$ cat src/rtl/reaction_timer_fsm.sv
// rtl/reaction_timer_fsm.sv - reaction-timer controller: random delay, go window, capture/timeout/false-start
// Optional best-time tracking enabled by defining REACTION_TIMER_BEST_TIME_EN.
module reaction_timer_fsm #(
  parameter int CNT_W     = 32,
  parameter int MIN_DELAY = 4,
  parameter int TIMEOUT   = 1000
) (
  input  logic             clk,
  input  logic             reset,
  input  logic             ss,
  input  logic [CNT_W-1:0] cnt,
  output logic             go,
  output logic             capture,
  output logic [CNT_W-1:0] elapsed,
  output logic             false_start,
  output logic             timeout,
  output logic             busy
`ifdef REACTION_TIMER_BEST_TIME_EN
  ,
  output logic [CNT_W-1:0] best_time
`endif
);

  typedef enum logic [2:0] {IDLE, DELAY, GO, DONE, FAULT} state_t;

  localparam logic [CNT_W-1:0] MIN_D = CNT_W'(MIN_DELAY);
  localparam logic [CNT_W-1:0] TMO   = CNT_W'(TIMEOUT);
  localparam logic [CNT_W-1:0] ONE   = CNT_W'(1);

  state_t           state, state_nxt;
  logic             ss_q;
  logic             press;
  logic [CNT_W-1:0] dly;
  logic [CNT_W-1:0] elapsed_inc;
  logic             expire;
  logic             limit;

  assign press       = ss & ~ss_q;
  assign elapsed_inc = elapsed + ONE;
  // dly holds the cycles still to wait, so the last DELAY edge sees 1
  assign expire      = (dly == ONE);
  assign limit       = (elapsed == TMO - ONE);

  always_ff @(posedge clk or negedge reset) begin
    if (!reset) state <= IDLE;
    else        state <= state_nxt;
  end

  always_comb begin
    state_nxt = state;
    case (state)
      IDLE, DONE, FAULT: if (press) state_nxt = DELAY;
      DELAY: begin
        if (press)       state_nxt = FAULT;
        else if (expire) state_nxt = GO;
      end
      GO:      if (press || limit) state_nxt = DONE;
      default: state_nxt = IDLE;
    endcase
  end

  always_comb begin
    go   = (state == GO);
    busy = (state == DELAY) || (state == GO);
  end

  always_ff @(posedge clk or negedge reset) begin
    if (!reset) begin
      ss_q        <= 1'b0;
      dly         <= '0;
      elapsed     <= '0;
      capture     <= 1'b0;
      false_start <= 1'b0;
      timeout     <= 1'b0;
    end else begin
      ss_q    <= ss;
      capture <= 1'b0;
      case (state)
        IDLE, DONE, FAULT: begin
          if (press) begin
            dly         <= (cnt < MIN_D) ? MIN_D : cnt;
            elapsed     <= '0;
            false_start <= 1'b0;
            timeout     <= 1'b0;
          end
        end
        DELAY: begin
          dly <= dly - ONE;
          if (press) false_start <= 1'b0 | 1'b1;
        end
        GO: begin
          elapsed <= elapsed_inc;
          // a press on the timeout edge wins, so timeout only fires without one
          if (press)      capture <= 1'b1;
          else if (limit) timeout <= 1'b1;
        end
        default: ;
      endcase
    end
  end

`ifdef REACTION_TIMER_BEST_TIME_EN
  always_ff @(posedge clk or negedge reset) begin
    if (!reset) begin
      best_time <= '1;
    end else if ((state == GO) && press && (elapsed_inc < best_time)) begin
      best_time <= elapsed_inc;
    end
  end
`endif

endmodule

$ cat config.mk
export PLATFORM = sky130hd
export DESIGN_NAME = reaction_timer_fsm
export DESIGN_NICKNAME = d
export VERILOG_FILES = /design/src/rtl/reaction_timer_fsm.sv
export SDC_FILE = /design/constraint.sdc
export NUM_CORES = 1
export LEC_CHECK = 0
export CELL_PAD_IN_SITES_DETAIL_PLACEMENT = 1
export CELL_PAD_IN_SITES_GLOBAL_PLACEMENT = 2
export CORE_ASPECT_RATIO = 0.6
export CORE_UTILIZATION = 33
export CTS_BUF_LIST = sky130_fd_sc_hd__clkbuf_16
export CTS_CLUSTER_DIAMETER = 60
export DETAILED_ROUTE_END_ITERATION = 10
export PLACE_DENSITY = 0.82
export REMOVE_ABC_BUFFERS = 1
export SYNTH_ARGS = -nofsm -noshare
export SYNTH_HDL_FRONTEND = slang
export SYNTH_SLANG_ARGS = --single-unit
$ cat constraint.sdc
create_clock -name clk -period 2.7 [get_ports clk]
set_input_delay 0.27 -clock clk [delete_from_list [all_inputs] [get_ports clk]]
set_output_delay 0.27 -clock clk [all_outputs]
set_load 0.01 [all_outputs]
**Word level (Yosys, flattened, before mapping)**

Cells that the tools add are included.

- Register bits after elaboration: 71
- Input port bits: 35
- Word-level logic and storage cells: 53

- Add/sub/neg operators: 2
- $lt $le $gt $ge: 1
- Equal/unequal tests: 12
- Muxes and demuxes: 18
- Bitwise operators: 2
- Reduce and logical (&&, ||, !) cells: 11

Operators by type and width:

| kind | number |
|---|---|
| $pmux 32 s2 | 2 |
| $mux 32 | 3 |
| $add 32x1->32 const B | 1 |
| $eq 32x1->1 const B | 1 |
| $eq 32x10->1 const B | 1 |
| $lt 32x3->1 const B | 1 |
| $sub 32x1->32 const B | 1 |
| $mux 3 | 4 |
| $pmux 3 s3 | 1 |
| $eq 3x2->1 const B | 2 |
| $mux 1 | 6 |
| $ne 2x2->1 const B | 3 |
| $reduce_and 3->1 | 2 |
| $ne 2x1->1 const B | 2 |
| $pmux 1 s2 | 2 |
| $reduce_and 2->1 | 2 |
| $reduce_and 4->1 | 1 |
| $reduce_bool 2->1 | 2 |
| $eq 3x1->1 const B | 1 |
| $eq 3x3->1 const B | 1 |
| $logic_not 3->1 | 1 |
| $ne 3x3->1 const B | 1 |
| $reduce_or 3->1 | 1 |
| $logic_or 1x1->1 | 2 |
| other kinds (2) | 2 |

**Logic depth before layout (Yosys ltp)**

Gate-level depths: netlist of the first run.

- Depth after elaboration: 5
- Mapped depth: 8
- Gate-level depth less buffers: 7

**Worst setup path before layout of the first run**

Ideal clock, no wire load.

- Path kind: register -> register
- Start point: register dly[16]
- End point: register dly[23]
- Library setup time: 0.129 ns
- Arrival: 1.757 ns
- Slack: 0.814 ns
- Cell stages (with the launch flop): 6
- Buffers on the path: 0
- Period minus slack after synthesis: 1.886 ns
- Cell sequence: dfrtp_1 or3_4 or4_4 or2_1 o311ai_1 nand2_1

- Longest elaborated chain between the ends: 2

RTL lines:

| element | RTL line | text |
|---|---|---|
| from (decl) | 33 | `logic [CNT_W-1:0] dly;` |
| from (signal assigned) | 81 | `dly <= (cnt < MIN_D) ? MIN_D : cnt;` |
| from (signal assigned) | 88 | `dly <= dly - ONE;` |
| $sub 32x1->32 | 88 |  |
| $pmux 32 s2 | 78 | `case (state)` |

Every way passes these cells.
A chain may end at the register's enable or synchronous reset.

**Worst setup path after layout of the first run**

- Start point: register state[2]
- End point: output port busy

- Longest elaborated chain between the ends: 2
- Elaborated cells between the ends (all ways): 3

RTL lines:

| element | RTL line | text |
|---|---|---|
| from (decl) | 30 | `state_t state, state_nxt;` |
| from (signal assigned) | 46 | `else state <= state_nxt;` |
| $eq 3x1->1 / $eq 3x2->1 (equally long branches) | 64 | `busy = (state == DELAY) \|\| (state == GO);` |
| $logic_or 1x1->1 * | 64 |  |
| to (decl) | 17 | `output logic busy` |

Mark *: on every way between the ends. The rest lies on a longest branch, timed or not.

==> results of run 1 <==
[layer usage]
layer	wire (um)	track usage	up-vias
met3	615	0.04866	12
li1	-	-	1790
met2	5226	0.3020	78
met5	0	0	-
met4	120	0.04976	0
met1	7181	0.3468	1956
[cell usage after synthesis (3+ instances only)]
master,instances
a221o_1,4
a21oi_1,4
and4_1,6
clkbuf_1,10
nor2b_1,3
nor3_1,4
nand3_1,22
and3_1,8
nor4_1,19
buf_2,4
ha_1,3
or4_1,6
o311ai_1,8
or3_4,3
nand2_1,65
a22oi_1,4
o21ai_0,21
nand2b_1,4
inv_1,8
nand4_1,9
or3_1,6
o311ai_0,6
buf_4,4
nor2_1,25
o211ai_1,25
a31oi_1,4
mux2i_1,12
dfrtp_1,71
o31ai_1,12
[flip-flops by register name, indices dropped and copies added, names as in the netlist]
register	count
capture	1
dly	32
elapsed	32
false_start	1
ss_q	1
state	3
timeout	1
[stage by stage]
stage                     cells  setup slack, ps
after floorplan             406           -611.1
after global placement      650            467.3
after detailed placement    650            408.3
after CTS                   667            254.3
after global routing        667            141.8
final                       667            257.2
[critical path, cell delays in order (launching register included)]
cell and delay (ps):
dfrtp_1 490, or3b_1 630, nand2_1 160, clkdlybuf4s50_1 550
[layout make-up]
type | count | area (um^2)
inverters | 9 | 35.03
repair buffers | 85 | 838.3
multi-input cells | 326 | 2138
well taps | 160 | 200.2
flip-flops and latches | 71 | 1777
fillers | 1307 | 6296
clock buffers | 9 | 225.2
clock inverters | 7 | 88.84
[logic make-up (layout without fill, tap and decap cells)]
family                   Yosys count  in the layout
AND/OR/NAND/NOR                  208            208
AO/OA/AOI/OAI                    101            101
adder cells (fa/ha/maj)            3              3
buffers and inverters             28            110
flip-flops                        71             71
multiplexers                      14             14
[final timing paths]
path                               start          end  cells past startpoint
worst min-delay path               reset   elapsed[7]                      2
worst max-delay path            state[2]         busy                      3
max in group asynchronous          reset  elapsed[26]                      3
min in group clk                      ss         ss_q                      1
worst min register to register   timeout      timeout                      2
worst max register to register  state[1]  elapsed[23]                      5
[power by group through the flow]
stage	logic [uW]	registers (uW)	clock network, uW
2_1_floorplan	442	1470	0
3_3_place_gp	672	1530	0
3_5_place_dp	700	1540	0
4_1_cts	704	1530	1310
5_1_grt	779	1580	1350
6_report	701	1540	1300
==> key figures, run 1 <==
Synth
  • Multiplexer area fraction after synthesis: 0.03533
  • Adder-cell area share of the yosys netlist: 0.009297
  • Simple-gate share of the synthesized area: 0.3024
  • Yosys top cell by area: dfrtp_1
  • Top_reg_cell synth: dfrtp_1
  • Ys async rst share: 1.000
  • Sequential share of the synthesized area: 0.4400
  • Cell Area, Synth: 4038 um^2
  • XOR/XNOR share of the synthesized area: 0
  • Synth warn: 0
  • Compound-gate portion of the synthesized area: 0.1797
  • Main combinational cell family by area after synthesis: simple AND/OR/NAND/NOR gates
  • Synth cell types: 64
  • Synth top area share: 0.4400
  • Avg Cell Area, Syn: 9.500 um^2
  • Syn Inst Count: 425
  • EDFF count, synth: 0
  • Synth area leaders: dfrtp_1 (44%), nand2_1 (6.0%), o211ai_1 (4.6%)
  • Post-synthesis register bit count: 71

Routing
  • Antenna viol nets, final: 0
  • DR pass1 iterations: 5
  • DR vias: 3,836
  • DRT iter0 DRCs: 239
  • DR DRC count: 0
  • Routed wire length: 13,140 um
  • Vias/cell: 5.751
  • Drt wl/cell: 19.71 um

Pwr
  • Sw Ratio: 0.3228
  • Clk pwr share: 0.366
  • Internal Power: 2395 uW
  • Power per cell area: 667.1 nW/um^2
  • Peak supply drop: 0.0003235 V
  • Pleak: 0.002146 uW
  • Sequential Power Share: 0.435
  • PnR Total Power: 3537 uW
  • Gate power share: 0.198
  • Switching power: 1142 uW

CTS
  • H-tree levels: 3
  • CTS hold repair buffers: 1
  • Clock Tree Buf Depth: 2
  • Worst-Skew Late Latency: 350 ps
  • CTS Buf Count: 9
  • Clock transition at the registers of the reported paths: 60 ps
  • TritonCTS clock tree: done
  • Setup bufs post-CTS: 0
  • Root buffer cell: clkbuf_16
  • Clk sink count: 71
  • Post-CTS resize count: 0

Critical path
  • Crit-path max FO: 10
  • Worst endpoint required time: 2430 ps
  • WS Path Type: flop to primary output
  • Critical path data arrival time: 2170 ps
  • Worst R2R Setup Slack: 300 ps
  • Crit end category: primary output
  • Startpoint class of the critical path: flop

Floorplanning
  • Core Box Area: 11,600 um^2
  • IO Count: 72
  • Die area: 12,700 um^2
  • Initial Util: 0.3481
  • FP Rows: 30
  • Die Wd: 144.8 um
  • Die height: 87.68 um

Final layout
  • Most common cell after layout, fill and taps aside: dfrtp_1
  • Most frequent cells in the layout: dfrtp_1 (71), clkdlybuf4s50_1 (70), nand2_1 (65)
  • Post-route cell area: 5303 um^2
  • Final Core Density: 0.4572
  • Antenna cell count: 0
  • Layout area overhead: 31.33%
  • Nets: 540
  • Share of cells above drive strength 1: 0.1105

STA
  • RSZ-0062 raised after global routing: false
  • FMAX: 409.4 MHz
  • Final Slew Violations: 0
  • Final setup violating endpoints: 0
  • Skew final: 8.286 ps
  • Worst Tran Pin Value: 956.4 ps
  • Setup_tns: 0 ps
  • Fin Hold WS: 371.0 ps
  • Fin. Hold Viols: 0
  • Tcrit/Tclk final: 0.9048
  • Slew Limit Headroom: 0.3600
  • Tmin final: 2443 ps

Global route
  • GR Overflow Total: 0
  • First-pass GRT wire length: 21,070 um
  • Vias in the first global route: 3,812
  • Antenna violations before repair: 0
  • Largest net degree at the start of global routing: 38
  • GR Util All Layers: 0.2214

Placed design
  • Port bufs: 71
  • Final Wtd Congestion: 0.7845
  • Post-placement cell area: 4979 um^2
  • DP Wirelength: 9729 um

Outcome
  • Status: finished, final reports clean

Worst hold path
  • HP Class: primary input to asynchronous set/reset pin

Job
  • Max_cap viols: 0
No activity file was read; power rests on OpenSTA's default activity.
==> run 2: changes to the inputs <==
--- a/config.mk
+++ b/config.mk
@@ -5,10 +5,12 @@
 export SDC_FILE = /design/constraint.sdc
 export NUM_CORES = 1
 export LEC_CHECK = 0
+export ABC_AREA = 1
+export ABC_CLOCK_PERIOD_IN_PS = 2700
 export CELL_PAD_IN_SITES_DETAIL_PLACEMENT = 1
 export CELL_PAD_IN_SITES_GLOBAL_PLACEMENT = 2
 export CORE_ASPECT_RATIO = 0.6
-export CORE_UTILIZATION = 33
+export CORE_UTILIZATION = 30
 export CTS_BUF_LIST = sky130_fd_sc_hd__clkbuf_16
 export CTS_CLUSTER_DIAMETER = 60
 export DETAILED_ROUTE_END_ITERATION = 10
==> key figures, run 2 <==
Global route
  • Grt met2 use: 0.3320 (was 0.3020)
  • GR Layer Usage met3: 0.03685 (was 0.04866)
  • GR Layer Usage met1: 0.3968 (was 0.3468)
  • Antenna violations before repair: 0 (unchanged)
  • Vias in the first global route: 5,439 (was 3,812)
  • GR Util All Layers: 0.2446 (was 0.2214)
  • Largest net degree at the start of global routing: 72 (was 38)
  • GR Overflow Total: 0 (unchanged)
  • Busiest grt layer: met1 (unchanged)
  • First-pass GRT wire length: 31,910 um (was 21,070 um)

Job
  • Max_cap viols: 0 (unchanged)

CTS
  • Clk sink count: 71 (unchanged)
  • Clock Tree Buf Depth: 2 (unchanged)
  • Root buffer cell: clkbuf_16 (unchanged)
  • CTS Buf Count: 9 (unchanged)
  • Post-CTS resize count: 0 (unchanged)
  • Worst-Skew Late Latency: 350 ps (about the same)
  • TritonCTS clock tree: done (unchanged)
  • Clock transition at the registers of the reported paths: 70 ps (was 60 ps)
  • Setup bufs post-CTS: 0 (unchanged)
  • H-tree levels: 3 (unchanged)
  • CTS hold repair buffers: 0 (was 1)

Worst hold path
  • HP Class: primary input to asynchronous set/reset pin (unchanged)

Floorplanning
  • Core Box Area: 16,350 um^2 (was 11,600 um^2)
  • Die height: 102.6 um (was 87.68 um)
  • IO Count: 72 (unchanged)
  • Die area: 17,400 um^2 (was 12,700 um^2)
  • Die Wd: 169.6 um (was 144.8 um)
  • FP Rows: 36 (was 30)
  • Initial Util: 0.3093 (was 0.3481)

STA
  • Setup_tns: 0 ps (unchanged)
  • Worst Tran Pin Value: 1024 ps (was 956.4 ps)
  • Tcrit/Tclk final: 0.7961 (was 0.9048)
  • Tmin final: 2150 ps (was 2443 ps)
  • Fin. Hold Viols: 0 (unchanged)
  • FMAX: 465.2 MHz (was 409.4 MHz)
  • Final setup violating endpoints: 0 (unchanged)
  • Final Slew Violations: 0 (unchanged)
  • Skew final: 14.26 ps (was 8.286 ps)
  • RSZ-0062 raised after global routing: false (unchanged)
  • Slew Limit Headroom: 0.3170 (was 0.3600)

Final layout
  • Fill cell count: 2,099 (was 1,307)
  • Share of cells above drive strength 1: 0.07001 (was 0.1105)
  • Post-route cell area: 6290 um^2 (was 5303 um^2)
  • Layout area overhead: 24.37% (was 31.33%)
  • Antenna cell count: 0 (unchanged)
  • Most common cell after layout, fill and taps aside: nand2_1 (was dfrtp_1)
  • Most frequent cells in the layout: nand2_1 (216), nor2_1 (141), inv_1 (89) (was dfrtp_1 (71), clkdlybuf4s50_1 (70), nand2_1 (65))
  • Largest regs: dly x32, elapsed x32, state x3 (unchanged)
  • Nets: 890 (was 540)

Synth
  • Synth warn: 0 (unchanged)
  • Simple-gate share of the synthesized area: 0.4332 (was 0.3024)
  • Adder-cell area share of the yosys netlist: 0.007422 (was 0.009297)
  • Synth cell types: 44 (was 64)
  • Yosys top cell by area: dfrtp_1 (unchanged)
  • Most common cell in the netlist: nand2_1 (was dfrtp_1)
  • Cell Area, Synth: 5057 um^2 (was 4038 um^2)
  • Main combinational cell family by area after synthesis: simple AND/OR/NAND/NOR gates (unchanged)
  • Syn Inst Count: 776 (was 425)
  • EDFF count, synth: 0 (unchanged)
  • Synth top area share: 0.3513 (was 0.4400)
  • Synth area leaders: dfrtp_1 (35%), nand2_1 (16%), nor2_1 (10%) (was dfrtp_1 (44%), nand2_1 (6.0%), o211ai_1 (4.6%))
  • XOR/XNOR share of the synthesized area: 0.01385 (was 0)
  • Avg Cell Area, Syn: 6.517 um^2 (was 9.500 um^2)
  • Post-synthesis register bit count: 71 (unchanged)
  • Multiplexer area fraction after synthesis: 0 (was 0.03533)
  • Sequential share of the synthesized area: 0.3513 (was 0.4400)
  • Top_reg_cell synth: dfrtp_1 (unchanged)
  • Post-synth top cells: nand2_1 (216), nor2_1 (141), inv_1 (89), nand3_1 (80), dfrtp_1 (71) (was dfrtp_1 (71), nand2_1 (65), nor2_1 (25), o211ai_1 (25), nand3_1 (22))
  • Compound-gate portion of the synthesized area: 0.09995 (was 0.1797)
  • Ys async rst share: 1.000 (unchanged)

Pwr
  • Internal Power: 3004 uW (was 2395 uW)
  • Switching power: 2811 uW (was 1142 uW)
  • Pleak: 0.002746 uW (was 0.002146 uW)
  • Peak supply drop: 0.0003070 V (was 0.0003235 V)
  • Clk pwr share: 0.197 (was 0.366)
  • Gate power share: 0.479 (was 0.198)
  • Sequential Power Share: 0.324 (was 0.435)
  • Power per cell area: 924.5 nW/um^2 (was 667.1 nW/um^2)
  • Sw Ratio: 0.4834 (was 0.3228)

Outcome
  • Status: finished, final reports clean (unchanged)

Routing
  • DRT iter0 DRCs: 461 (was 239)
  • Drt wl/cell: 18.44 um (was 19.71 um)
  • Antenna viol nets, final: 0 (unchanged)
  • Routed wire length: 20,000 um (was 13,140 um)
  • DR vias: 5,521 (was 3,836)
  • DR pass1 iterations: 4 (was 5)
  • DR DRC count: 0 (unchanged)
  • Vias/cell: 5.088 (was 5.751)

Placed design
  • DP Wirelength: 15,440 um (was 9729 um)
  • Post-placement cell area: 6025 um^2 (was 4979 um^2)
  • Port bufs: 71 (unchanged)
  • Final Wtd Congestion: 0.8976 (was 0.7845)

Critical path
  • Largest stage delay, worst path: 550 ps (was 630 ps)
  • WS Path Type: flop to primary output (unchanged)
  • Worst path cell trace: inv_2, nand3_4, buf_4, nand2_1, clkdlybuf4s50_1 (was or3b_1, nand2_1, clkdlybuf4s50_1)
  • Startpoint class of the critical path: flop (unchanged)
  • Critical path data arrival time: 1880 ps (was 2170 ps)
  • Worst endpoint required time: 2430 ps (about the same)
  • Crit end category: primary output (unchanged)
  • Worst R2R Setup Slack: 610 ps (was 300 ps)
  • Slowest-stage cell, CP: clkdlybuf4s50_1 (was or3b_1)
  • Crit-path max FO: 13 (was 10)
==> run 2: changes by cell type after synthesis, moves of 7 or more <==
cell / delta
o21ai_0: +23
nor4_1: -19
and3_1: -8
o311ai_1: -7
nor2_1: +116
mux2i_1: -12
nand3b_1: +7
nand2_1: +151
nor3_1: +14
inv_1: +81
nand3_1: +58
o211ai_1: -19
o31ai_1: -11
xor2_1: +7
==> run 2: final timing paths <==
check	from	end	cells past startpoint
max reg2reg	elapsed[0]	elapsed[22]	8
min in group clk	ss	ss_q	1
min reg2reg	false_start	false_start	2
max	state[0]	busy	5
min	reset	elapsed[6]	1
max in group asynchronous	reset	dly[13]	1
==> run 2: metrics by stage <==
stage | total power, uW | worst slack (ps) | cells | util | hold slack [ps]
after floorplan | 3505 | 1028 | 761 | - | -25.59
after global placement | 4533 | 557.9 | 1069 | 0.3685 | 464.2
after detailed placement | 4635 | 459.2 | 1069 | 0.3685 | 480.8
after CTS | 5810 | 539.8 | 1085 | 0.3847 | 139.8
after global routing | 6240 | 490.3 | 1085 | 0.3847 | 182.3
final | 5815 | 550.5 | 1085 | 0.3847 | 100.1
==> run 2: worst max-delay path: cells and delay by family, from the launching register on <==
| family | cells | cell delay, ps |
|---|---|---|
| buffers and inverters | 3 | 910 |
| AND/OR/NAND/NOR | 2 | 210 |
| flip-flops | 1 | 430 |
==> run 2: power by group through the flow <==
| stage | Sequential (uW) | Clock (uW) | Combinational, uW |
|---|---|---|---|
| final | 1880 | 1150 | 2780 |
| after CTS | 1870 | 1170 | 2770 |
| after floorplan | 1780 | 0 | 1720 |
| after detailed placement | 1880 | 0 | 2750 |
| after global routing | 1940 | 1190 | 3110 |
| after global placement | 1870 | 0 | 2670 |
==> run 2: per-layer routing <==
| layer | wire, um | vias to the layer above |
|---|---|---|
| met4 | 175 | 0 |
| met2 | 7437 | 135 |
| met3 | 933 | 17 |
| li1 | - | 2636 |
| met5 | 0 | - |
| met1 | 11460 | 2733 |
==> run 2: kinds of logic (layout without fill, tap and decap cells) <==
| group | Yosys count | count (layout) |
|---|---|---|
| flip-flops | 71 | 71 |
| AND/OR/NAND/NOR | 499 | 499 |
| buffers and inverters | 113 | 194 |
| adder cells (fa/ha/maj) | 3 | 3 |
| XOR/XNOR | 8 | 8 |
| AO/OA/AOI/OAI | 82 | 82 |
==> run 2: final cells by class <==
type                    instances  area [um^2]  share of cell area
clock buffers                   9        225.2             0.03581
multi-input cells             592         2804              0.4458
clock inverters                 7        40.04            0.006366
well taps                     228        285.3             0.04536
inverters                      98        382.9             0.06087
flip-flops and latches         71         1777              0.2825
repair buffers                 80        775.7              0.1233
==> run 3: changes to the inputs <==
--- a/config.mk
+++ b/config.mk
@@ -6,15 +6,15 @@
 export NUM_CORES = 1
 export LEC_CHECK = 0
 export ABC_AREA = 1
-export ABC_CLOCK_PERIOD_IN_PS = 2700
+export ABC_CLOCK_PERIOD_IN_PS = 1800
 export CELL_PAD_IN_SITES_DETAIL_PLACEMENT = 1
 export CELL_PAD_IN_SITES_GLOBAL_PLACEMENT = 2
 export CORE_ASPECT_RATIO = 0.6
-export CORE_UTILIZATION = 30
+export CORE_UTILIZATION = 27
 export CTS_BUF_LIST = sky130_fd_sc_hd__clkbuf_16
 export CTS_CLUSTER_DIAMETER = 60
 export DETAILED_ROUTE_END_ITERATION = 10
-export PLACE_DENSITY = 0.82
+export PLACE_DENSITY = 0.78
 export REMOVE_ABC_BUFFERS = 1
 export SYNTH_ARGS = -nofsm -noshare
 export SYNTH_HDL_FRONTEND = slang
==> constraint.sdc (replaced) <==
create_clock -name clk -period 1.8 [get_ports clk]
set_input_delay 0.18 -clock clk [delete_from_list [all_inputs] [get_ports clk]]
set_output_delay 0.18 -clock clk [all_outputs]
set_load 0.01 [all_outputs]
==> key figures, run 3 (synthesized netlist as in run 2, its figures left out) <==
Placed design
  • DP Wirelength: 15,930 um (was 15,440 um)
  • Port bufs: 71 (unchanged)
  • Final Wtd Congestion: 0.8529 (was 0.8976)
  • Post-placement cell area: 6460 um^2 (was 6025 um^2)

STA
  • Worst Tran Pin Value: 524.4 ps (was 1024 ps)
  • Tmin final: 1719 ps
  • Slew Limit Headroom: 0.6504 (was 0.3170)
  • Final setup violating endpoints: 0 (unchanged)
  • Tcrit/Tclk final: 0.9548
  • Fin. Hold Viols: 0 (unchanged)
  • Skew final: 11.96 ps (was 14.26 ps)
  • RSZ-0062 raised after global routing: true (was false)
  • Final Slew Violations: 0 (unchanged)
  • FMAX: 581.9 MHz

Global route
  • Vias in the first global route: 5,298 (was 5,439)
  • Antenna violations before repair: 0 (unchanged)
  • GR Util All Layers: 0.2209 (was 0.2446)
  • First-pass GRT wire length: 31,710 um (was 31,910 um)
  • Largest net degree at the start of global routing: 34 (was 72)
  • GR Overflow Total: 0 (unchanged)

Final layout
  • Most frequent cells in the layout: nand2_1 (214), nor2_1 (122), inv_1 (90) (was nand2_1 (216), nor2_1 (141), inv_1 (89))
  • Post-route cell area: 6940 um^2 (was 6290 um^2)
  • Multi-input logic area: 2914 um^2 (was 2804 um^2)
  • Layout area overhead: 37.23% (was 24.37%)
  • Fill cell count: 2,304 (was 2,099)
  • Share of cells above drive strength 1: 0.1563 (was 0.07001)
  • Most common cell after layout, fill and taps aside: nand2_1 (unchanged)
  • Nets: 948 (was 890)
  • Final Core Density: 0.3811 (was 0.3847)
  • Antenna cell count: 0 (unchanged)
  • Seq. cell area: 1778 um^2 (was 1777 um^2)
  • Largest regs: dly x32, elapsed x32, state x3 (unchanged)

CTS
  • Clock transition at the registers of the reported paths: 60 ps (was 70 ps)
  • TritonCTS clock tree: done (unchanged)
  • CTS Buf Count: 9 (unchanged)
  • Clk sink count: 71 (unchanged)
  • Worst-Skew Late Latency: 340 ps (was 350 ps)
  • Root buffer cell: clkbuf_16 (unchanged)
  • Clock Tree Buf Depth: 2 (unchanged)
  • H-tree levels: 3 (unchanged)

Critical path
  • Critical path data arrival time: 1940 ps (was 1880 ps)
  • Crit end category: flop (was primary output)
  • WS Path Type: flop to flop (was flop to primary output)
  • Startpoint class of the critical path: flop (unchanged)
  • Worst endpoint required time: 2020 ps (was 2430 ps)
  • Crit-path max FO: 5 (was 13)

Routing
  • Antenna viol nets, final: 0 (unchanged)
  • Routed wire length: 20,310 um (was 20,000 um)
  • Drt wl/cell: 17.58 um (was 18.44 um)
  • Vias/cell: 4.910 (was 5.088)
  • DR vias: 5,671 (was 5,521)
  • DR DRC count: 0 (unchanged)
  • DR pass1 iterations: 5 (was 4)
  • DRT iter0 DRCs: 387 (was 461)

Job
  • Max_cap viols: 0 (unchanged)

Pwr
  • Peak supply drop: 0.0005768 V (was 0.0003070 V)
  • PnR Total Power: 9626 uW (was 5815 uW)
  • Pleak: 0.003073 uW (was 0.002746 uW)
  • Power per cell area: 1387 nW/um^2 (was 924.5 nW/um^2)

Floorplanning
  • Die area: 19,300 um^2 (was 17,400 um^2)
  • FP Rows: 38 (was 36)
  • Die height: 108.0 um (was 102.6 um)
  • Initial Util: 0.2777 (was 0.3093)
  • IO Count: 72 (unchanged)
  • Core Box Area: 18,210 um^2 (was 16,350 um^2)
  • Die Wd: 178.7 um (was 169.6 um)

Outcome
  • Status: finished, final reports clean (unchanged)

Worst hold path
  • HP Class: primary input to flop (was primary input to asynchronous set/reset pin)
==> run 3: stage by stage <==
step / hold slack [ps] / TNS (ps) / worst slack (ps) / cells
2_1_floorplan: -115.6 / 0 / 128.4 / 761
3_3_place_gp: 191.1 / 0 / 35.50 / 1132
3_5_place_dp: 187.9 / 0 / 40.82 / 1132
4_1_cts: 334.8 / 0 / 24.52 / 1150
5_1_grt: 337.0 / -50.09 / -27.48 / 1155
6_report: 334.2 / 0 / 81.43 / 1155
==> run 3: worst paths after layout <==
kind / to / from / depth (start not counted) / slack (ps)
min in group asynchronous: elapsed[7] / reset / 2 / 360
setup / recovery: elapsed[23] / elapsed[4] / 10 / 80
setup reg to reg: elapsed[23] / elapsed[4] / 10 / 80
hold / removal: ss_q / ss / 1 / 330
hold reg to reg: false_start / false_start / 2 / 480
max in group asynchronous: dly[1] / reset / 3 / 890
==> run 3: critical path: stages (launching register included) <==
cell	delay, ps
dfrtp_1	410
nand2_1	130
inv_1	130
nand2_1	120
inv_1	120
nand3_2	120
inv_2	120
nand2_2	100
nor2_4	130
nand3_1	90
o21a_1	120
==> run 3: where the power goes <==
group	total (uW)	internal, uW	leakage [uW]	switching [uW]
Combinational	4840	1880	0.00201	2960
Clock	1990	1210	0.000154	781
Sequential	2800	2140	0.000913	662
==> run 3: repair_timing <==
| item | CTS | global route |
|---|---|---|
| hold buffers | 1 | 0 |
| setup buffers | 1 | 5 |
| endpoints found under the hold margin | 30 | 0 |
| gates cloned | 0 | 0 |
| endpoints found under the setup margin | 2 | 27 |
| pin swaps | 0 | 3 |
| gates resized for setup | 4 | 32 |
==> run 3: routing by layer <==
layer	global-route usage	vias up	wire, um	share of wire
met4	0.03390	0	137	0.0067
met2	0.2680	145	7075	0.35
met5	0	-	0	0
met3	0.03024	9	1040	0.051
li1	-	2768	-	-
met1	0.3876	2749	12050	0.59
==> run 3: area by class of cell <==
type                            instances  share of cell area
Multi-Input combinational cell        592              0.4199
Sequential cell                        71              0.2562
Timing Repair Buffer                  138              0.1799
Inverter                               98             0.05553
Tap cell                              240             0.04327
Clock buffer                            9             0.03245
Clock inverter                          7             0.01280
